File: src/rtl/fetch_queue.sv
// fetch_queue: instruction-fetch front end.
//
// The block turns the PC redirect stream into in-order instruction memory
// requests. Returned words are buffered in a DEPTH-entry FIFO for decode.
// It tracks up to DEPTH outstanding requests. After a redirect it discards
// responses to requests that were issued before the redirect.
//
// Optional feature macro: FETCH_ALIGN_CHECK_EN
//   When defined, a redirect to a target that is not word aligned enters the
//   FAULT state. It also queues one fault entry {32'h13, redirect_pc, 1}.
//   When undefined, redirect_pc[1:0] is forced to zero and dec_fault is
//   always 0.
//
// Ports:
//   clk, rst_n                  clock (rising edge), async active-low reset
//   en                          fetch enable (gates new requests only)
//   redirect_valid/redirect_pc  replace the fetch stream
//   imem_req_valid/ready/addr   request channel to instruction memory
//   imem_rsp_valid/data         in-order responses, always accepted
//   dec_valid/ready             FIFO head handshake to decode
//   dec_instr/pc/fault          FIFO head contents
module fetch_queue #(
    parameter int          DEPTH    = 4,
    parameter logic [31:0] RESET_PC = 32'h0000_0000
) (
    input  logic        clk,
    input  logic        rst_n,
    input  logic        en,
    input  logic        redirect_valid,
    input  logic [31:0] redirect_pc,
    output logic        imem_req_valid,
    input  logic        imem_req_ready,
    output logic [31:0] imem_req_addr,
    input  logic        imem_rsp_valid,
    input  logic [31:0] imem_rsp_data,
    output logic        dec_valid,
    input  logic        dec_ready,
    output logic [31:0] dec_instr,
    output logic [31:0] dec_pc,
    output logic        dec_fault
);
    localparam int            AW      = $clog2(DEPTH);
    localparam int            CW      = $clog2(DEPTH) + 1;
    localparam logic [CW-1:0] DEPTH_C = CW'(DEPTH);

    typedef enum logic {FETCH, FAULT} state_t;

    typedef struct packed {
        logic [31:0] instr;
        logic [31:0] pc;
        logic        fault;
    } entry_t;

    entry_t        mem [DEPTH];
    logic [AW-1:0] rd_ptr;
    logic [AW-1:0] wr_ptr;
    logic [CW-1:0] count;
    logic [CW-1:0] inflight;
    logic [CW-1:0] drop_cnt;
    logic [CW-1:0] credit;
    logic [31:0]   fetch_pc;
    logic [31:0]   resp_pc;
    state_t        state;

    logic [31:0]   tgt_pc;
    logic          tgt_fault;
    logic          req_fire;
    logic          push;
    logic          pop;

`ifdef FETCH_ALIGN_CHECK_EN
    assign tgt_pc    = redirect_pc;
    assign tgt_fault = |redirect_pc[1:0];
`else
    logic unused_ok;
    assign unused_ok = ^redirect_pc[1:0];
    assign tgt_pc    = {redirect_pc[31:2], 2'b00};
    assign tgt_fault = 1'b0;
`endif

    // Credit check: every outstanding request already has a FIFO slot
    // reserved, so a response never finds the FIFO full.
    // Gating with rst_n keeps the request line low while reset is asserted.
    assign credit         = inflight + count;
    assign imem_req_valid = rst_n && (state == FETCH) && en && !redirect_valid
                            && (credit < DEPTH_C);
    assign imem_req_addr  = fetch_pc;
    assign req_fire       = imem_req_valid && imem_req_ready;

    // A redirect flushes the FIFO. Any push or pop in the same cycle is lost.
    assign push = imem_rsp_valid && (drop_cnt == '0) && !redirect_valid;
    assign pop  = dec_valid && dec_ready && !redirect_valid;

    assign dec_valid = (count != '0);
    assign dec_instr = mem[rd_ptr].instr;
    assign dec_pc    = mem[rd_ptr].pc;
    assign dec_fault = mem[rd_ptr].fault;

    always_ff @(posedge clk or negedge rst_n) begin
        if (!rst_n) begin
            state    <= FETCH;
            fetch_pc <= RESET_PC;
            resp_pc  <= RESET_PC;
            inflight <= '0;
            drop_cnt <= '0;
            count    <= '0;
            rd_ptr   <= '0;
            wr_ptr   <= '0;
            for (int i = 0; i < DEPTH; i++) mem[i] <= '0;
        end else if (redirect_valid) begin
            // Every request still outstanding belongs to the old stream.
            // A response arriving in this cycle is discarded here, so it is
            // not counted in drop_cnt.
            inflight <= inflight - CW'(imem_rsp_valid);
            drop_cnt <= inflight - CW'(imem_rsp_valid);
            fetch_pc <= tgt_pc;
            resp_pc  <= tgt_pc;
            rd_ptr   <= '0;
            if (tgt_fault) begin
                state  <= FAULT;
                mem[0] <= '{instr: 32'h0000_0013, pc: tgt_pc, fault: 1'b1};
                wr_ptr <= AW'(1);
                count  <= CW'(1);
            end else begin
                state  <= FETCH;
                wr_ptr <= '0;
                count  <= '0;
            end
        end else begin
            inflight <= inflight + CW'(req_fire) - CW'(imem_rsp_valid);
            if (imem_rsp_valid && (drop_cnt != '0))
                drop_cnt <= drop_cnt - CW'(1);
            if (req_fire)
                fetch_pc <= fetch_pc + 32'd4;
            if (push) begin
                mem[wr_ptr] <= '{instr: imem_rsp_data, pc: resp_pc, fault: 1'b0};
                wr_ptr      <= wr_ptr + AW'(1);
                resp_pc     <= resp_pc + 32'd4;
            end
            if (pop)
                rd_ptr <= rd_ptr + AW'(1);
            count <= count + CW'(push) - CW'(pop);
        end
    end

endmodule

File: config.mk
export PLATFORM = sky130hd
export DESIGN_NAME = fetch_queue
export DESIGN_NICKNAME = d
export VERILOG_FILES = /design/src/rtl/fetch_queue.sv
export SDC_FILE = /design/constraint.sdc
export NUM_CORES = 1
export LEC_CHECK = 0
export BUFFER_PORTS_ARGS = -buffer_cell sky130_fd_sc_hd__clkbuf_2
export CELL_PAD_IN_SITES_DETAIL_PLACEMENT = 0
export CELL_PAD_IN_SITES_GLOBAL_PLACEMENT = 1
export CORE_MARGIN = 1.5
export CORE_UTILIZATION = 30
export CTS_CLUSTER_SIZE = 12
export DETAILED_ROUTE_END_ITERATION = 10
export PLACE_DENSITY = 0.62
export SETUP_SLACK_MARGIN = 0.3
export SYNTH_ARGS = -nofsm -noshare
export SYNTH_HDL_FRONTEND = slang
export SYNTH_SLANG_ARGS = --single-unit
File: constraint.sdc
create_clock -name clk -period 4.2 [get_ports clk]
set_clock_uncertainty 0.1 [all_clocks]
set_input_delay 0.84 -clock clk [delete_from_list [all_inputs] [get_ports clk]]
set_output_delay 0.84 -clock clk [all_outputs]
set_load 0.02 [all_outputs]
==> run_results.csv, run 1 <==
group,metric,value,unit
status,run_status,"completed",
clocking,cts_num_sinks,321,
drt,drt-wirelength-per-cell,19.5,um
logic_synthesis,yosys_warnings,0,
timing,finalHoldViolations,0,
timing,setup-tns-final,0,ps
global_routing,grt_first_pass_wirelength,57900,um
hold_path,hold_path.class,"input pin to async pin",
clocking,worst_skew_pair.late_latency,540,ps
timing,report.final.slew_viol_count,0,
logic_synthesis,postSynthRegisterBits,321,
place,io_buffer_count,162,
logic_synthesis,synth_cell_type_count,57,
drt,route.vias.total,9248,
floorplan,die_h,227,um
place,placedInstanceArea,0.0166,sq mm
worst_setup_path,timing.reg2reg.worst_path_depth,12,
timing,period_share,0.823,
timing,post-route-min-period,3460,ps
global_routing,antenna_violations_before_repair,1,
clocking,clock-root-buffer,"clkbuf_16",
cells_and_area,diodes,0,
worst_setup_path,critical_path_required,3260,ps
job,max_cap_viol_count,0,
clocking,number_of_buffers_inserted_during_clock_tree_synthesis,39,
clocking,cts_resized,0,
clocking,post_cts_hold_buffers,0,
pwr,power_leakage,8.35,nW
clocking,clkSlewWorstSetupHoldPaths,60,ps
logic_synthesis,post_synthesis_sequential_area_ratio,0.534,
cells_and_area,syn2layout_area_growth,19.3,%
clocking,cts.repair_timing.setup_buffer_count,0,
drt,remaining_antenna_violation_count,0,
drt,dr.pass1.iters,4,
timing,timing_worst_slew_pin_value,983,ps
cells_and_area,layout.nets,1303,
logic_synthesis,yosysTopAreaCell,"dfrtp_1",
pwr,power.ir.vdd_worst,0.229,mV
cells_and_area,design_area,0.0179,sq mm
timing,final_setup_violating_endpoints,0,
logic_synthesis,ys_top_cells_by_area,"dfrtp_1, mux2_2, mux4_2",
clocking,htreeDepth,2,
logic_synthesis,yosys_most_used_dff,"dfrtp_1",
clocking,clockBufferDepth,3,
logic_synthesis,synth_enable_flop_cells,0,
floorplan,design.die.area,0.0515,sq mm
floorplan,start_util,0.306,
logic_synthesis,yosysTopAreaCellShare,0.534,
worst_setup_path,critPathLaunchType,"flop",
clocking,cts_tree,"yes",
worst_setup_path,ff2ff_setup_slack,1000,ps
worst_setup_path,cp.arrival,2520,ps
timing,rsz0062_at_grt,"no",
timing,fmax,289,MHz
floorplan,floorplan.core_area,0.0492,sq mm
drt,drt_drc_violations_left,0,
timing,max_slew_margin,0.345,
global_routing,grt.total_usage,0.148,
drt,drt_first_iter_violations,387,
floorplan,io_pins,170,
place,gp_routability_congestion,0.718,
drt,route.final.wire_length,37100,um
worst_setup_path,crit_fanout,26,
logic_synthesis,postSynth.asyncResetShare,1.00,
place,dp_hpwl,24300,um
cells_and_area,layout-drive-gt1-share,0.481,
logic_synthesis,postSynthAreaPerCell,14.3,sq um
floorplan,row_count,81,
floorplan,fp.dieW,227,um
global_routing,grt_overflow,0,
worst_setup_path,timing.critical_path.to_type,"primary output",
pwr,power_per_cell_area,620,mW/mm^2
cells_and_area,core_occupancy_in_the_finished_layout,0.365,
worst_setup_path,worstSetupPathType,"flop to primary output",
drt,vias_per_cell,4.85,
logic_synthesis,syn_area,0.0150,sq mm
logic_synthesis,syn-instance-count,1053,
global_routing,via_count_of_the_first_global_routing_pass,9873,
global_routing,grt_max_degree,109,
[per-stage QoR]
stage | hold WS (ps) | power, W | cells | setup slack (ps)
2_1_floorplan | 345 | 0.00658 | 1057 | 1020
3_3_place_gp | 358 | 0.00769 | 1838 | 772
3_5_place_dp | 371 | 0.00778 | 1838 | 745
4_1_cts | 311 | 0.0114 | 1906 | 610
5_1_grt | 337 | 0.0118 | 1906 | 543
6_report | 280 | 0.0111 | 1906 | 741
[cell usage in the layout (no fill, tap or decap), types with 6 or more instances in the layout]
cell       count
and3_1         6
o21ai_0       20
ha_1          15
dfrtp_1      319
nor3_1         8
clkbuf_2     161
a31oi_1        8
a21oi_1       14
mux2_2       270
mux4_2        62
nand2_1       38
buf_4         12
xor2_1        23
inv_1         20
nand4_1       22
clkbuf_8       9
clkbuf_16     39
or3_1          8
buf_12         7
nor2_1        28
clkbuf_1       8
nand3_1       31
xnor2_1       32
[cell usage after synthesis (all sizes together) (9+ instances only)]
| library cell | instances |
|---|---|
| mux2 | 270 |
| nor2 | 29 |
| nand2 | 43 |
| nand3 | 33 |
| o21ai | 20 |
| a21oi | 14 |
| xnor2 | 33 |
| dfrtp | 321 |
| ha | 15 |
| clkbuf | 16 |
| mux4 | 62 |
| nand4 | 25 |
| buf | 47 |
| inv | 22 |
| xor2 | 23 |
| nor3 | 9 |
[critical path, stage by stage, from the launching register on]
cell      delay, ps
dfrtp_4         830
buf_4           380
mux4_2          580
clkbuf_2        180
[worst paths after layout]
check                      startpoint                end
max                         rd_ptr[0]         dec_pc[10]
min                             rst_n  imem_req_addr[31]
max reg2reg                  count[1]        inflight[2]
min reg2reg                   mem[93]            mem[93]
max in group asynchronous       rst_n          rd_ptr[0]
min in group clk              mem[93]            mem[93]
[flip-flops by register name, summed over array words and instances (netlist names)]
register / flops
inflight: 3
mem: 248
rd_ptr: 2
wr_ptr: 2
imem_req_addr: 30
drop_cnt: 3
count: 3
resp_pc: 30
[cell families after synthesis]
group                    count (synthesis)  share of synthesized area
adder cells (fa/ha/maj)                 17                     0.0151
AO/OA/AOI/OAI                           55                     0.0216
multiplexers                           336                      0.298
buffers and inverters                   86                     0.0292
AND/OR/NAND/NOR                        181                     0.0688
other                                    1                   0.000249
flip-flops                             321                      0.534
XOR/XNOR                                56                     0.0331
[cell type report]
type	count	area [sq um]
repair buffers	181	1050
well taps	664	831
clock buffers	56	1130
inverters	22	82.6
clock inverters	12	195
flip-flops and latches	321	8040
multi-input cells	650	6610
fillers	4794	31200
[power breakdown]
| group | total, W | internal, W | leakage, nW | switching [W] |
|---|---|---|---|---|
| logic | 0.00335 | 0.00161 | 3.52 | 0.00174 |
| clock network | 0.00348 | 0.00217 | 0.650 | 0.00131 |
| registers | 0.00429 | 0.00377 | 4.18 | 0.000513 |
[routing by layer]
layer	up-vias	routed length (um)	track usage
met2	198	17200	0.239
met1	4823	16900	0.196
met5	-	13	0
met4	2	729	0.0361
met3	55	2310	0.0412
li1	4170	-	-
No activity file was read; power rests on OpenSTA's default activity.
==> run 2: changes to the inputs <==
--- a/config.mk
+++ b/config.mk
@@ -12,7 +12,7 @@
 export CORE_UTILIZATION = 30
 export CTS_CLUSTER_SIZE = 12
 export DETAILED_ROUTE_END_ITERATION = 10
-export PLACE_DENSITY = 0.62
+export PLACE_DENSITY = 0.64
 export SETUP_SLACK_MARGIN = 0.3
 export SYNTH_ARGS = -nofsm -noshare
 export SYNTH_HDL_FRONTEND = slang
==> constraint.sdc (replaced) <==
create_clock -name clk -period 2.99 [get_ports clk]
set_clock_uncertainty 0.1 [all_clocks]
set_input_delay 0.598 -clock clk [delete_from_list [all_inputs] [get_ports clk]]
set_output_delay 0.598 -clock clk [all_outputs]
set_load 0.02 [all_outputs]
==> run_results.csv, run 2 (synthesis results as in run 1) <==
group,metric,value,unit
status,run_status,"completed",
pwr,power.ir.vdd_worst,0.334,mV
cells_and_area,design_area,0.0188,sq mm
floorplan,fp.dieW,227,um
cells_and_area,multi_input_area,0.00665,sq mm
global_routing,globalRouteMet3Util,0.0393,
clocking,post_cts_hold_buffers,0,
worst_setup_path,worst_path_max_stage_delay,390,ps
worst_setup_path,cp.arrival,3230,ps
pwr,seqPwrFrac,0.350,
clocking,htreeDepth,2,
global_routing,grt_overflow,0,
cells_and_area,syn2layout_area_growth,25.2,%
global_routing,gr-max-usage-layer,"met2",
drt,route.final.wire_length,39800,um
global_routing,grt_util_met1,0.206,
global_routing,antenna_violations_before_repair,1,
global_routing,grt_first_pass_wirelength,60800,um
clocking,clockBufferDepth,3,
drt,remaining_antenna_violation_count,0,
cells_and_area,final_cell_mix,"dfrtp_1, mux2_2, clkbuf_2",
global_routing,met2_track_demand_over_resource_in_global_routing,0.251,
clocking,cts_num_sinks,321,
drt,drt_first_iter_violations,437,
job,max_cap_viol_count,0,
pwr,power_leakage,8.69,nW
global_routing,grt.total_usage,0.156,
timing,post-route-min-period,2860,ps
place,io_buffer_count,162,
floorplan,row_count,81,
timing,setup-tns-final,0,ps
pwr,power.switching,0.00543,W
hold_path,hold_path.class,"input pin to async pin",
global_routing,grt_max_degree,134,
timing,max_slew_margin,0.287,
pwr,p_comb_frac,0.385,
timing,period_share,0.955,
cells_and_area,largest_reg_by_ff_count,"mem",
drt,vias_per_cell,4.83,
drt,drt_drc_violations_left,0,
clocking,cts_tree,"yes",
clocking,number_of_buffers_inserted_during_clock_tree_synthesis,38,
clocking,worst_skew_pair.late_latency,550,ps
timing,fmax,350,MHz
drt,drt-wirelength-per-cell,20.5,um
worst_setup_path,critical_path_required,3370,ps
place,place_worst_setup_slack,216,ps
cells_and_area,largest_register_ff_count,248,
pwr,intPower,0.0115,W
floorplan,io_pins,170,
drt,route.vias.total,9362,
pwr,switching_share,0.320,
worst_setup_path,worst_path_top_cell_family_by_delay,"adder cells",
pwr,clock_power_share,0.265,
worst_setup_path,worstSetupPathType,"flop to flop",
drt,dr.pass1.iters,4,
timing,final_setup_violating_endpoints,0,
cells_and_area,seq_cell_area,0.00804,sq mm
timing,timing_worst_slew_pin_value,1070,ps
place,dp_hpwl,24500,um
cells_and_area,layout-drive-gt1-share,0.500,
timing,finalHoldViolations,0,
floorplan,floorplan.core_area,0.0492,sq mm
cells_and_area,layout.nets,1339,
worst_setup_path,crit_fanout,2,
worst_setup_path,cpMaxStageDelayCell,"dfrtp_1",
timing,report.final.slew_viol_count,0,
clocking,clock-root-buffer,"clkbuf_16",
worst_setup_path,cp_cell_sequence,"ha_1, a31oi_2, xnor2_2, buf_4, and2_4, inv_4, ha_4, inv_2, ha_4, fa_2, xor2_1, o21ai_1, xor2_1",
cells_and_area,n_fill_cell,4720,
floorplan,design.die.area,0.0515,sq mm
floorplan,start_util,0.306,
worst_setup_path,critical_path.n_buffers_inverters,3,
cells_and_area,diodes,0,
clocking,clkSlewWorstSetupHoldPaths,60,ps
place,placedInstanceArea,0.0167,sq mm
timing,rsz0062_at_grt,"yes",
worst_setup_path,critPathLaunchType,"flop",
floorplan,die_h,227,um
pwr,power_per_cell_area,900,mW/mm^2
timing,setup_slack,135,ps
place,gp_routability_congestion,0.765,
global_routing,via_count_of_the_first_global_routing_pass,10200,
cells_and_area,most_common_cell_after_layout_fill_and_taps_aside,"dfrtp_1",
worst_setup_path,timing.critical_path.to_type,"flop",
run 2: cell count changes in the layout (fill, tap and decap cells not counted), moves of 5 or more:
cell,change
buf_12,+9
buf_4,+14
buf_6,+59
buf_8,+5
bufinv_16,-5
clkbuf_16,+7
clkbuf_2,-61
run 2: through the flow:
| step | total power, W | hold WS [ps] | utilization | std cells |
|---|---|---|---|---|
| after floorplan | 0.00926 | 202 | - | 1057 |
| after detailed placement | 0.0109 | 369 | 0.340 | 1847 |
| after global routing | 0.0179 | 161 | 0.383 | 1940 |
| after CTS | 0.0160 | 120 | 0.371 | 1927 |
| final | 0.0170 | 82.2 | 0.383 | 1940 |
| after global placement | 0.0108 | 357 | 0.340 | 1847 |
run 2: final cells by class:
| class | instances | area share |
|---|---|---|
| multi-input cells | 650 | 0.353 |
| flip-flops and latches | 321 | 0.427 |
| well taps | 664 | 0.0441 |
| clock buffers | 57 | 0.0614 |
| inverters | 22 | 0.00452 |
| clock inverters | 8 | 0.00233 |
| repair buffers | 218 | 0.108 |
run 2: final timing paths:
path	start	endpoint	slack [ps]	cells after the start
min	rst_n	imem_req_addr[4]	80	2
max reg2reg	inflight[1]	inflight[2]	130	13
min in group clk	redirect_pc[12]	imem_req_addr[12]	200	2
max	inflight[1]	inflight[2]	130	13
max in group asynchronous	rst_n	mem[235]	1090	3
min reg2reg	mem[158]	mem[158]	380	2
run 2: metal layers:
layer  part of all wire  wire length, um
met5            0.00033               13
met4              0.018              727
met3              0.061             2420
met2               0.47            18600
met1               0.45            18000
run 2: repair_timing:
| action | CTS | global route |
|---|---|---|
| cloned | 4 | 7 |
| gates resized for setup | 24 | 193 |
| pin swaps | 9 | 6 |
| setup buffers | 11 | 6 |
| endpoints found under the setup margin | 64 | 65 |
run 2: power groups by stage:
stage	Clock, W	Sequential, W	Combinational, W
6_report	0.00450	0.00594	0.00652
5_1_grt	0.00483	0.00607	0.00697
4_1_cts	0.00465	0.00592	0.00546
3_5_place_dp	0	0.00600	0.00495
3_3_place_gp	0	0.00594	0.00489
2_1_floorplan	0	0.00580	0.00346
